==> src/rtl/deserializador_n_if.sv <==
// rtl/deserializador_n_if.sv - serial-in / word-out handshake bundle for deserializador_n
interface deserializador_n_if #(
  parameter int WIDTH = 8,
  parameter int DEPTH = 4
);
  logic                         data_in;
  logic                         write_in;
  logic                         ack_in;
  logic                         status_out;
  logic [WIDTH-1:0]             data_out;
  logic                         data_ready;
  logic [$clog2(DEPTH+1)-1:0]   fill_level;
  logic                         parity_err;

  modport master (
    output data_in, write_in, ack_in,
    input  status_out, data_out, data_ready, fill_level, parity_err
  );

  modport slave (
    input  data_in, write_in, ack_in,
    output status_out, data_out, data_ready, fill_level, parity_err
  );
endinterface

==> src/rtl/deserializador_n.sv <==
// rtl/deserializador_n.sv - MSB-first serial-to-word deserializer with output word queue
// Optional even-parity check compiled in by DESERI_PARITY_EN.
module deserializador_n #(
  parameter int WIDTH = 8,
  parameter int DEPTH = 4
) (
  input  logic              clk_100KHz,
  input  logic              reset,
  deserializador_n_if.slave bus
);
  localparam int PTR_W = $clog2(DEPTH);
  localparam int CNT_W = $clog2(DEPTH + 1);
  localparam int BC_W  = $clog2(WIDTH + 1);
  localparam logic [PTR_W-1:0] LAST_PTR = PTR_W'(DEPTH - 1);
  localparam logic [CNT_W-1:0] FULL     = CNT_W'(DEPTH);
  localparam logic [BC_W-1:0]  LAST_BIT = BC_W'(WIDTH - 1);

`ifdef DESERI_PARITY_EN
  typedef enum logic [0:0] {SHIFT = 1'b0, PAR = 1'b1} state_t;
  logic parity_err_q;
`else
  typedef enum logic [0:0] {SHIFT = 1'b0} state_t;
`endif

  state_t           state;
  logic [BC_W-1:0]  bit_cnt;
  logic [WIDTH-1:0] shift;
  logic [WIDTH-1:0] mem [DEPTH];
  logic [PTR_W-1:0] wr_ptr;
  logic [PTR_W-1:0] rd_ptr;
  logic [CNT_W-1:0] count;

  logic             accept;
  logic             pop;
  logic             push;
  logic [WIDTH-1:0] push_word;

  function automatic logic [PTR_W-1:0] ptr_inc(input logic [PTR_W-1:0] p);
    return (p == LAST_PTR) ? '0 : p + 1'b1;
  endfunction

  assign bus.status_out = (count < FULL);
  assign bus.data_ready = (count != '0);
  assign bus.data_out   = bus.data_ready ? mem[rd_ptr] : '0;
  assign bus.fill_level = count;
`ifdef DESERI_PARITY_EN
  assign bus.parity_err = parity_err_q;
`else
  assign bus.parity_err = 1'b0;
`endif

  // A bit is taken only when the queue has room, so a push never meets a full queue.
  assign accept = bus.write_in && bus.status_out;
  assign pop    = bus.ack_in && bus.data_ready;

  always_comb begin
    push      = 1'b0;
    push_word = {shift[WIDTH-2:0], bus.data_in};
    if (accept) begin
`ifdef DESERI_PARITY_EN
      if (state == PAR) begin
        push_word = shift;
        push      = (^{shift, bus.data_in}) == 1'b0;
      end
`else
      if (state == SHIFT && bit_cnt == LAST_BIT) begin
        push = 1'b1;
      end
`endif
    end
  end

  always_ff @(posedge clk_100KHz) begin
    if (reset) begin
      state   <= SHIFT;
      bit_cnt <= '0;
      shift   <= '0;
      wr_ptr  <= '0;
      rd_ptr  <= '0;
      count   <= '0;
`ifdef DESERI_PARITY_EN
      parity_err_q <= 1'b0;
`endif
    end else begin
`ifdef DESERI_PARITY_EN
      parity_err_q <= 1'b0;
      if (accept) begin
        case (state)
          SHIFT: begin
            shift <= push_word;
            if (bit_cnt == LAST_BIT) begin
              state   <= PAR;
              bit_cnt <= BC_W'(WIDTH);
            end else begin
              bit_cnt <= bit_cnt + 1'b1;
            end
          end
          default: begin
            state        <= SHIFT;
            bit_cnt      <= '0;
            parity_err_q <= ^{shift, bus.data_in};
          end
        endcase
      end
`else
      if (accept) begin
        shift   <= push_word;
        bit_cnt <= (bit_cnt == LAST_BIT) ? '0 : bit_cnt + 1'b1;
      end
`endif
      if (push) begin
        mem[wr_ptr] <= push_word;
        wr_ptr      <= ptr_inc(wr_ptr);
      end
      if (pop) begin
        rd_ptr <= ptr_inc(rd_ptr);
      end
      case ({push, pop})
        2'b10:   count <= count + 1'b1;
        2'b01:   count <= count - 1'b1;
        default: count <= count;
      endcase
    end
  end
endmodule

==> src/flat_wrapper.sv <==
// flat-port wrapper written by rule: the top's interface ports become plain ports
module deserializador_n_flat 
#(
  parameter int WIDTH = 8,
  parameter int DEPTH = 4
)
  (clk_100KHz, reset, bus_data_in, bus_write_in, bus_ack_in, bus_status_out, bus_data_out, bus_data_ready, bus_fill_level, bus_parity_err);
  deserializador_n_if #(.WIDTH(WIDTH), .DEPTH(DEPTH)) bus_i ();
  input  logic clk_100KHz;
  input  logic reset;
  input wire logic [$bits(bus_i.data_in)-1:0] bus_data_in;
  input wire logic [$bits(bus_i.write_in)-1:0] bus_write_in;
  input wire logic [$bits(bus_i.ack_in)-1:0] bus_ack_in;
  output wire logic [$bits(bus_i.status_out)-1:0] bus_status_out;
  output wire logic [$bits(bus_i.data_out)-1:0] bus_data_out;
  output wire logic [$bits(bus_i.data_ready)-1:0] bus_data_ready;
  output wire logic [$bits(bus_i.fill_level)-1:0] bus_fill_level;
  output wire logic [$bits(bus_i.parity_err)-1:0] bus_parity_err;
  assign bus_i.data_in = bus_data_in;
  assign bus_i.write_in = bus_write_in;
  assign bus_i.ack_in = bus_ack_in;
  assign bus_status_out = bus_i.status_out;
  assign bus_data_out = bus_i.data_out;
  assign bus_data_ready = bus_i.data_ready;
  assign bus_fill_level = bus_i.fill_level;
  assign bus_parity_err = bus_i.parity_err;
  deserializador_n #(.WIDTH(WIDTH), .DEPTH(DEPTH)) u_core (.clk_100KHz(clk_100KHz), .reset(reset), .bus(bus_i));
endmodule
==> config.mk <==
export PLATFORM = sky130hd
export DESIGN_NAME = deserializador_n_flat
export DESIGN_NICKNAME = d
export VERILOG_FILES = /design/src/rtl/deserializador_n_if.sv /design/src/rtl/deserializador_n.sv /design/src/flat_wrapper.sv
export SDC_FILE = /design/constraint.sdc
export NUM_CORES = 1
export LEC_CHECK = 0
export CAP_MARGIN = 20
export CORE_UTILIZATION = 42
export CTS_BUF_LIST = sky130_fd_sc_hd__clkbuf_16
export CTS_CLUSTER_SIZE = 10
export DETAILED_ROUTE_END_ITERATION = 10
export PLACE_DENSITY = 0.72
export SETUP_SLACK_MARGIN = 0.2
export SYNTH_ARGS = -nofsm -noshare
export SYNTH_HDL_FRONTEND = slang
export SYNTH_SLANG_ARGS = --single-unit
==> constraint.sdc <==
create_clock -name clk_100KHz -period 3.6 [get_ports clk_100KHz]
set_input_delay 0.36 -clock clk_100KHz [delete_from_list [all_inputs] [get_ports clk_100KHz]]
set_output_delay 0.36 -clock clk_100KHz [all_outputs]
set_load 0.005 [all_outputs]
==> flow_summary.json <==
{
  "vdd_ir_drop_max_v": 0.000227,
  "timing.max_slew.rel_slack_pct": 44.2,
  "clock-skew-final_ns": 0.00664,
  "crit_end_element": "output pin",
  "antenna_violating_nets_post_route": 0,
  "synthDominantAreaCellType": "edfxtp_1",
  "place_hpwl_um": 2510,
  "htree_levels": 2,
  "design_power_total_w": 0.00119,
  "clock_sink_count": 52,
  "gp_congestion": 0.771,
  "placement.io_buffers": 17,
  "post_synth_most_frequent_cells": "32 x edfxtp_1, 20 x dfxtp_1, 17 x nand2_1",
  "slew_viol_final": 0,
  "clk_transition_reported_paths_ns": 0.07,
  "critical_path.reg2reg.endpoint": "u_core.bus.fill_level[2]",
  "timing.max_cap.violations": 0,
  "worst_r2r_startpoint": "u_core.bit_cnt[0]",
  "final_cycle_share_pct": 68.7,
  "syn-cell-area_mm2": 0.00214,
  "regToRegSetupSlack_ns": 1.25,
  "initial_utilization_pct": 44.3,
  "detail_route.drc_violations": 0,
  "antenna_found_initial": 0,
  "synth_largest_type_area_fraction_pct": 45.0,
  "yosysSeqAreaShare_pct": 63.7,
  "pwr_density_cell_mw_per_mm2": 464,
  "setup_viol": 0,
  "yosys_warnings": 0,
  "placementRows": 25,
  "fp.dieH_um": 73.3,
  "tritoncts": "done",
  "synth_edf_count": 32,
  "clk_latency_ns": 0.29,
  "top_level_ports": 19,
  "yosysMostFrequentCell": "edfxtp_1",
  "cts_made_buffers": 5,
  "postSynthRegisterBits": 52,
  "finalCriticalPeriod_ns": 2.47,
  "timing_worst_setup_path_type": "flop to output pin",
  "dr_total_vias": 1235,
  "clk_root_buffer_cell": "clkbuf_16",
  "p_leak_nw": 0.833,
  "cts_hold_buf": 0,
  "seq_cell_area_mm2": 0.00136,
  "post_route_cells_drive_above_1_share_pct": 13.8,
  "timing.critical_path.fanout_max": 8,
  "synth_flop_cell": "edfxtp_1",
  "track_usage_pct": 16.0,
  "multi_input_comb_area_um2": 701,
  "cp-endpoint": "bus_data_out[5]",
  "detail_route.wirelength_um": 3750,
  "cp.arrival_ns": 2.11,
  "floorplan.core_area_mm2": 0.00482,
  "timing.reg2reg.worst_path_depth": 10,
  "area_growth_syn_to_layout_pct": 19.6,
  "detailedRoute.firstIterationViolations": 92,
  "wire_length_of_the_first_global_routing_pass_um": 6090,
  "antenna-diode-count": 0,
  "viasPerCell": 4.98,
  "synth_async_sr_flop_share_pct": 0,
  "postCtsSetupBuffers": 0,
  "synthesis.instances": 158,
  "fillers": 419,
  "detailedRoute.firstPassIterationCount": 4,
  "syn_avg_cell_area_um2": 13.5,
  "maximum_number_of_pins_on_one_net_before_global_route_repair": 24,
  "synth.lib_cells_used.distinct": 30,
  "max_freq_mhz": 405,
  "worst_slew_pin_slew_ns": 0.834,
  "critical_path.startpoint_type": "flop",
  "dieArea_mm2": 0.00537,
  "routedWlPerCell_um": 15.1,
  "global_route.overflow_total": 0,
  "hold_path_class": "flop to flop",
  "cts-root-to-sink-buffers": 2,
  "design.final.nets": 193,
  "rsz_0062_raised_after_global_routing": "no",
  "chipWidth_um": 73.3,
  "post_cts_resize_count": 0,
  "worst_ep_required_time_ns": 3.24,
  "finalHoldViolCount": 0,
  "synth.area.top_cells": "edfxtp_1 45%, dfxtp_1 19%, mux4_2 8.4%",
  "first_global_vias": 1228,
  "run_status": "complete, no violations",
  "postSynthNetCount": 171,
  "setup_total_negative_slack_ns": 0
}
==> routing by layer <==
| layer | part of all wire, % | up-vias | GRT usage [%] |
|---|---|---|---|
| met5 | 0 | - | 0 |
| met4 | 1.7 | 0 | 5.77 |
| met3 | 4.3 | 7 | 4.12 |
| met2 | 49 | 34 | 27.7 |
| met1 | 45 | 595 | 19.5 |
| li1 | - | 599 | - |
==> worst max-delay path: stages (launching register included) <==
cell and delay [ns]:
dfxtp_1 0.67, mux4_2 0.57, nor2b_1 0.14, clkdlybuf4s50_1 0.44
==> sequential cells by signal, indices dropped and copies added (netlist names), named ones only <==
name,count
u_core.mem,32
u_core.rd_ptr,2
u_core.shift,7
u_core.wr_ptr,2
u_core.bus.fill_level,3
u_core.bit_cnt,4
==> how the worst min path moves through the flow <==
stage | startpoint | end | slack (ns) | cells after the start
final | u_core.bit_cnt[1] | u_core.bit_cnt[1] | 0.47 | 2
after global routing | u_core.bit_cnt[1] | u_core.bit_cnt[1] | 0.51 | 2
after CTS | u_core.bit_cnt[1] | u_core.bit_cnt[1] | 0.48 | 2
after detailed placement | u_core.bit_cnt[1] | u_core.bit_cnt[1] | 0.47 | 2
after global placement | u_core.bit_cnt[1] | u_core.bit_cnt[1] | 0.47 | 2
after floorplan | reset | u_core.bit_cnt[3] | 0.43 | 1
==> metrics by stage <==
step / utilization (%) / hold WS [ns] / instance area (um2) / worst slack (ns) / std cells
after floorplan: - / 0.433 / 2140 / 1.47 / 158
after global placement: 49.6 / 0.467 / 2390 / 1.08 / 240
after detailed placement: 49.6 / 0.470 / 2390 / 0.929 / 240
after CTS: 53.0 / 0.479 / 2550 / 1.02 / 248
after global routing: 53.0 / 0.508 / 2550 / 0.938 / 248
final: 53.0 / 0.474 / 2550 / 1.13 / 248
==> power by group <==
part,internal [W],leakage [nW],switching (W)
Combinational,0.00000871,0.317,0.0000127
Clock,0.000326,0.0798,0.000203
Sequential,0.000630,0.436,0.00000385
==> layout make-up <==
| cell class | instances | share of cell area, % |
|---|---|---|
| Timing Repair Buffer | 22 | 8.13 |
| Clock inverter | 3 | 1.67 |
| Inverter | 9 | 1.32 |
| Sequential cell | 52 | 53.3 |
| Multi-Input combinational cell | 90 | 27.4 |
| Clock buffer | 5 | 4.90 |
| Tap cell | 67 | 3.28 |
==> cells by family (layout without fill, tap and decap cells) <==
kind of cell,Yosys count,after routing,share of synthesized area (%)
flip-flops,52,52,63.7
AND/OR/NAND/NOR,50,50,12.2
AO/OA/AOI/OAI,18,18,4.80
buffers and inverters,16,39,3.46
multiplexers,9,9,8.90
adder cells (fa/ha/maj),8,8,5.04
XOR/XNOR,4,4,1.64
other,1,1,0.176
==> cells in the final DEF, fill, tap and decap left out, types with 2 or more instances in the layout <==
cell / n
nor3b_1: 4
nand2_1: 17
inv_1: 9
edfxtp_1: 32
o21ai_0: 3
clkdlybuf4s50_1: 17
or3_1: 2
nor2_1: 6
ha_1: 7
o31ai_1: 2
xor2_1: 2
dfxtp_1: 20
nand3_1: 3
buf_4: 5
a21oi_1: 12
nand2b_1: 2
xnor2_1: 2
clkbuf_16: 5
nor2b_1: 9
nor3_1: 3
mux4_2: 8
No activity file was read; power rests on OpenSTA's default activity.
==> edit: new RTL, config.mk and constraints unchanged <==
`WIDTH` is set to 8 in 3 places; all go to 4.
--- a/src/rtl/deserializador_n_if.sv
+++ b/src/rtl/deserializador_n_if.sv
@@ -1,6 +1,6 @@
 // rtl/deserializador_n_if.sv - serial-in / word-out handshake bundle for deserializador_n
 interface deserializador_n_if #(
-  parameter int WIDTH = 8,
+  parameter int WIDTH = 4,
   parameter int DEPTH = 4
 );
   logic                         data_in;
--- a/src/rtl/deserializador_n.sv
+++ b/src/rtl/deserializador_n.sv
@@ -1,7 +1,7 @@
 // rtl/deserializador_n.sv - MSB-first serial-to-word deserializer with output word queue
 // Optional even-parity check compiled in by DESERI_PARITY_EN.
 module deserializador_n #(
-  parameter int WIDTH = 8,
+  parameter int WIDTH = 4,
   parameter int DEPTH = 4
 ) (
   input  logic              clk_100KHz,
--- a/src/flat_wrapper.sv
+++ b/src/flat_wrapper.sv
@@ -1,7 +1,7 @@
 // flat-port wrapper written by rule: the top's interface ports become plain ports
 module deserializador_n_flat 
 #(
-  parameter int WIDTH = 8,
+  parameter int WIDTH = 4,
   parameter int DEPTH = 4
 )
   (clk_100KHz, reset, bus_data_in, bus_write_in, bus_ack_in, bus_status_out, bus_data_out, bus_data_ready, bus_fill_level, bus_parity_err);
Ports: changed (resized bus_data_out); port bits go from 19 to 15. No check against the original RTL was run, so the function may have changed too.
==> edit against the original RTL <==
The flow now finishes with violations (design-rule violations). Sequential cell count decreased by 21. Global-route usage decreased by 1.0 points. Via count decreased by 39%. Die area decreased by 38%. Hold slack got worse by 0.016 ns. Final area fell by 37%. Combinational power grew 61%. Count of clock-buffer cells in the layout unchanged. Core utilization is 3.0 points higher. Wire length down 46%. Power fell by 33%. Synthesized area down 39%. Worst setup slack better by 0.20 ns. Critical endpoint is now u_core.bus.fill_level[2]$_SDFFE_PP0P_.
==> edit: results (changes against the original RTL) <==
- Signal buffers: 13 (-41%)
- Initial DRT Pass Iterations: 7 (+3)
- Number of global-route vias before repair: 769 (-37%)
- Residual DRC count: 2 (+2)
- Dpl cell area: 0.00146 sq mm (-39%)
- Worst Hold Endpoint: u_core.bit_cnt[2]$_SDFFE_PP0P_
- FF-to-FF setup slack: 1.33 ns (+0.08 ns)
- Fillers: 245 (-42%)
- Clock Network Area Fraction: 8.61% (+2.1 points)
- Fin crit share: 63.0% (-5.7 points)
- Grt met2 use: 24.4% (-3.3 points)
- Ratio of cells with drive above 1 in the final layout: 11.8% (-2.0 points)
- Failing checks: design-rule violations
- Sequential cell area share: 48.9% (-4.4 points)
- NonClk Buf Share: 8.14% (+0.015 points)
- Worst-Margin Slew: 0.710 ns (-0.124 ns)
- Avg WL per Cell: 13.5 um (-11%)
- Arrival time at the worst endpoint: 2.46 ns (+0.35 ns)
- Worst setup path end: u_core.bus.fill_level[2]$_SDFFE_PP0P_
- First-pass GRT wire length: 3490 um (-43%)
- Post-layout util: 56.0% (+3.0 points)
- Max reg flops: 16 (-50%)
- Status: finished with violations
- Final nets: 131 (-32%)
- Crit path max fanout: 5 (-3)
- Port Buffer Count: 13 (-4)
- Post-synth EDFFs: 16 (-50%)
- P_leak: 0.602 nW (-28%)
- Core area: 0.00285 sq mm (-41%)
- Largest net degree at the start of global routing: 15 (-38%)
- Initial DRC Count: 32 (-65%)
- Post-synth net total: 114 (-33%)
- CTS Sinks: 31 (-40%)
- Syn avg cell area: 12.9 sq um (-4.2%)
- Synth top area cells: edfxtp_1 37%, dfxtp_1 23%, mux4_2 6.9%
- Place WS: 1.10 ns (+0.168 ns)
- #MultiIn Comb: 58 (-36%)
==> edit: cell count changes after synthesis, moves of 2 or more <==
cell,before,now
nor2b_1,9,4
and2_1,0,4
nor3b_1,4,0
mux4_2,8,4
a21oi_1,12,6
edfxtp_1,32,16
nor2_1,6,9
o21ai_0,3,1
nand3_1,3,0
dfxtp_1,20,15
clkbuf_1,3,1
mux2i_1,1,5
nand2_1,17,4
==> edit: kinds of logic after synthesis <==
family / count (synthesis) / synth area share [%]
adder cells (fa/ha/maj): 8 / 8.23
other: 1 / 0.287
AND/OR/NAND/NOR: 29 / 12.0
multiplexers: 9 / 10.7
AO/OA/AOI/OAI: 8 / 3.25
buffers and inverters: 12 / 3.83
XOR/XNOR: 3 / 2.01
flip-flops: 31 / 59.7
==> edit: power by group <==
group	internal (W)	total [W]	switching [W]
Clock	0.000248	0.000378	0.000130
Combinational	0.0000193	0.0000344	0.0000151
Sequential	0.000377	0.000382	0.00000527
==> edit: layer usage <==
layer	up-vias	wire, um
met1	360	883
met4	0	17
met5	-	0
met2	13	1030
met3	2	91
li1	379	-
==> edit: critical path, stage by stage, from the launching register on <==
cell and delay, ns:
dfxtp_1 0.32, ha_1 0.21, and4bb_2 0.26, inv_2 0.09, ha_1 0.18, inv_1 0.06
fa_1 0.37, xor2_1 0.16, or3_2 0.40, a21oi_1 0.14
==> edit: per-stage QoR <==
| stage | total power (W) | hold slack, ns |
|---|---|---|
| 6_report | 0.000794 | 0.458 |
| 5_1_grt | 0.000826 | 0.491 |
| 4_1_cts | 0.000806 | 0.465 |
| 3_5_place_dp | 0.000423 | 0.455 |
| 3_3_place_gp | 0.000422 | 0.431 |
| 2_1_floorplan | 0.000409 | 0.421 |
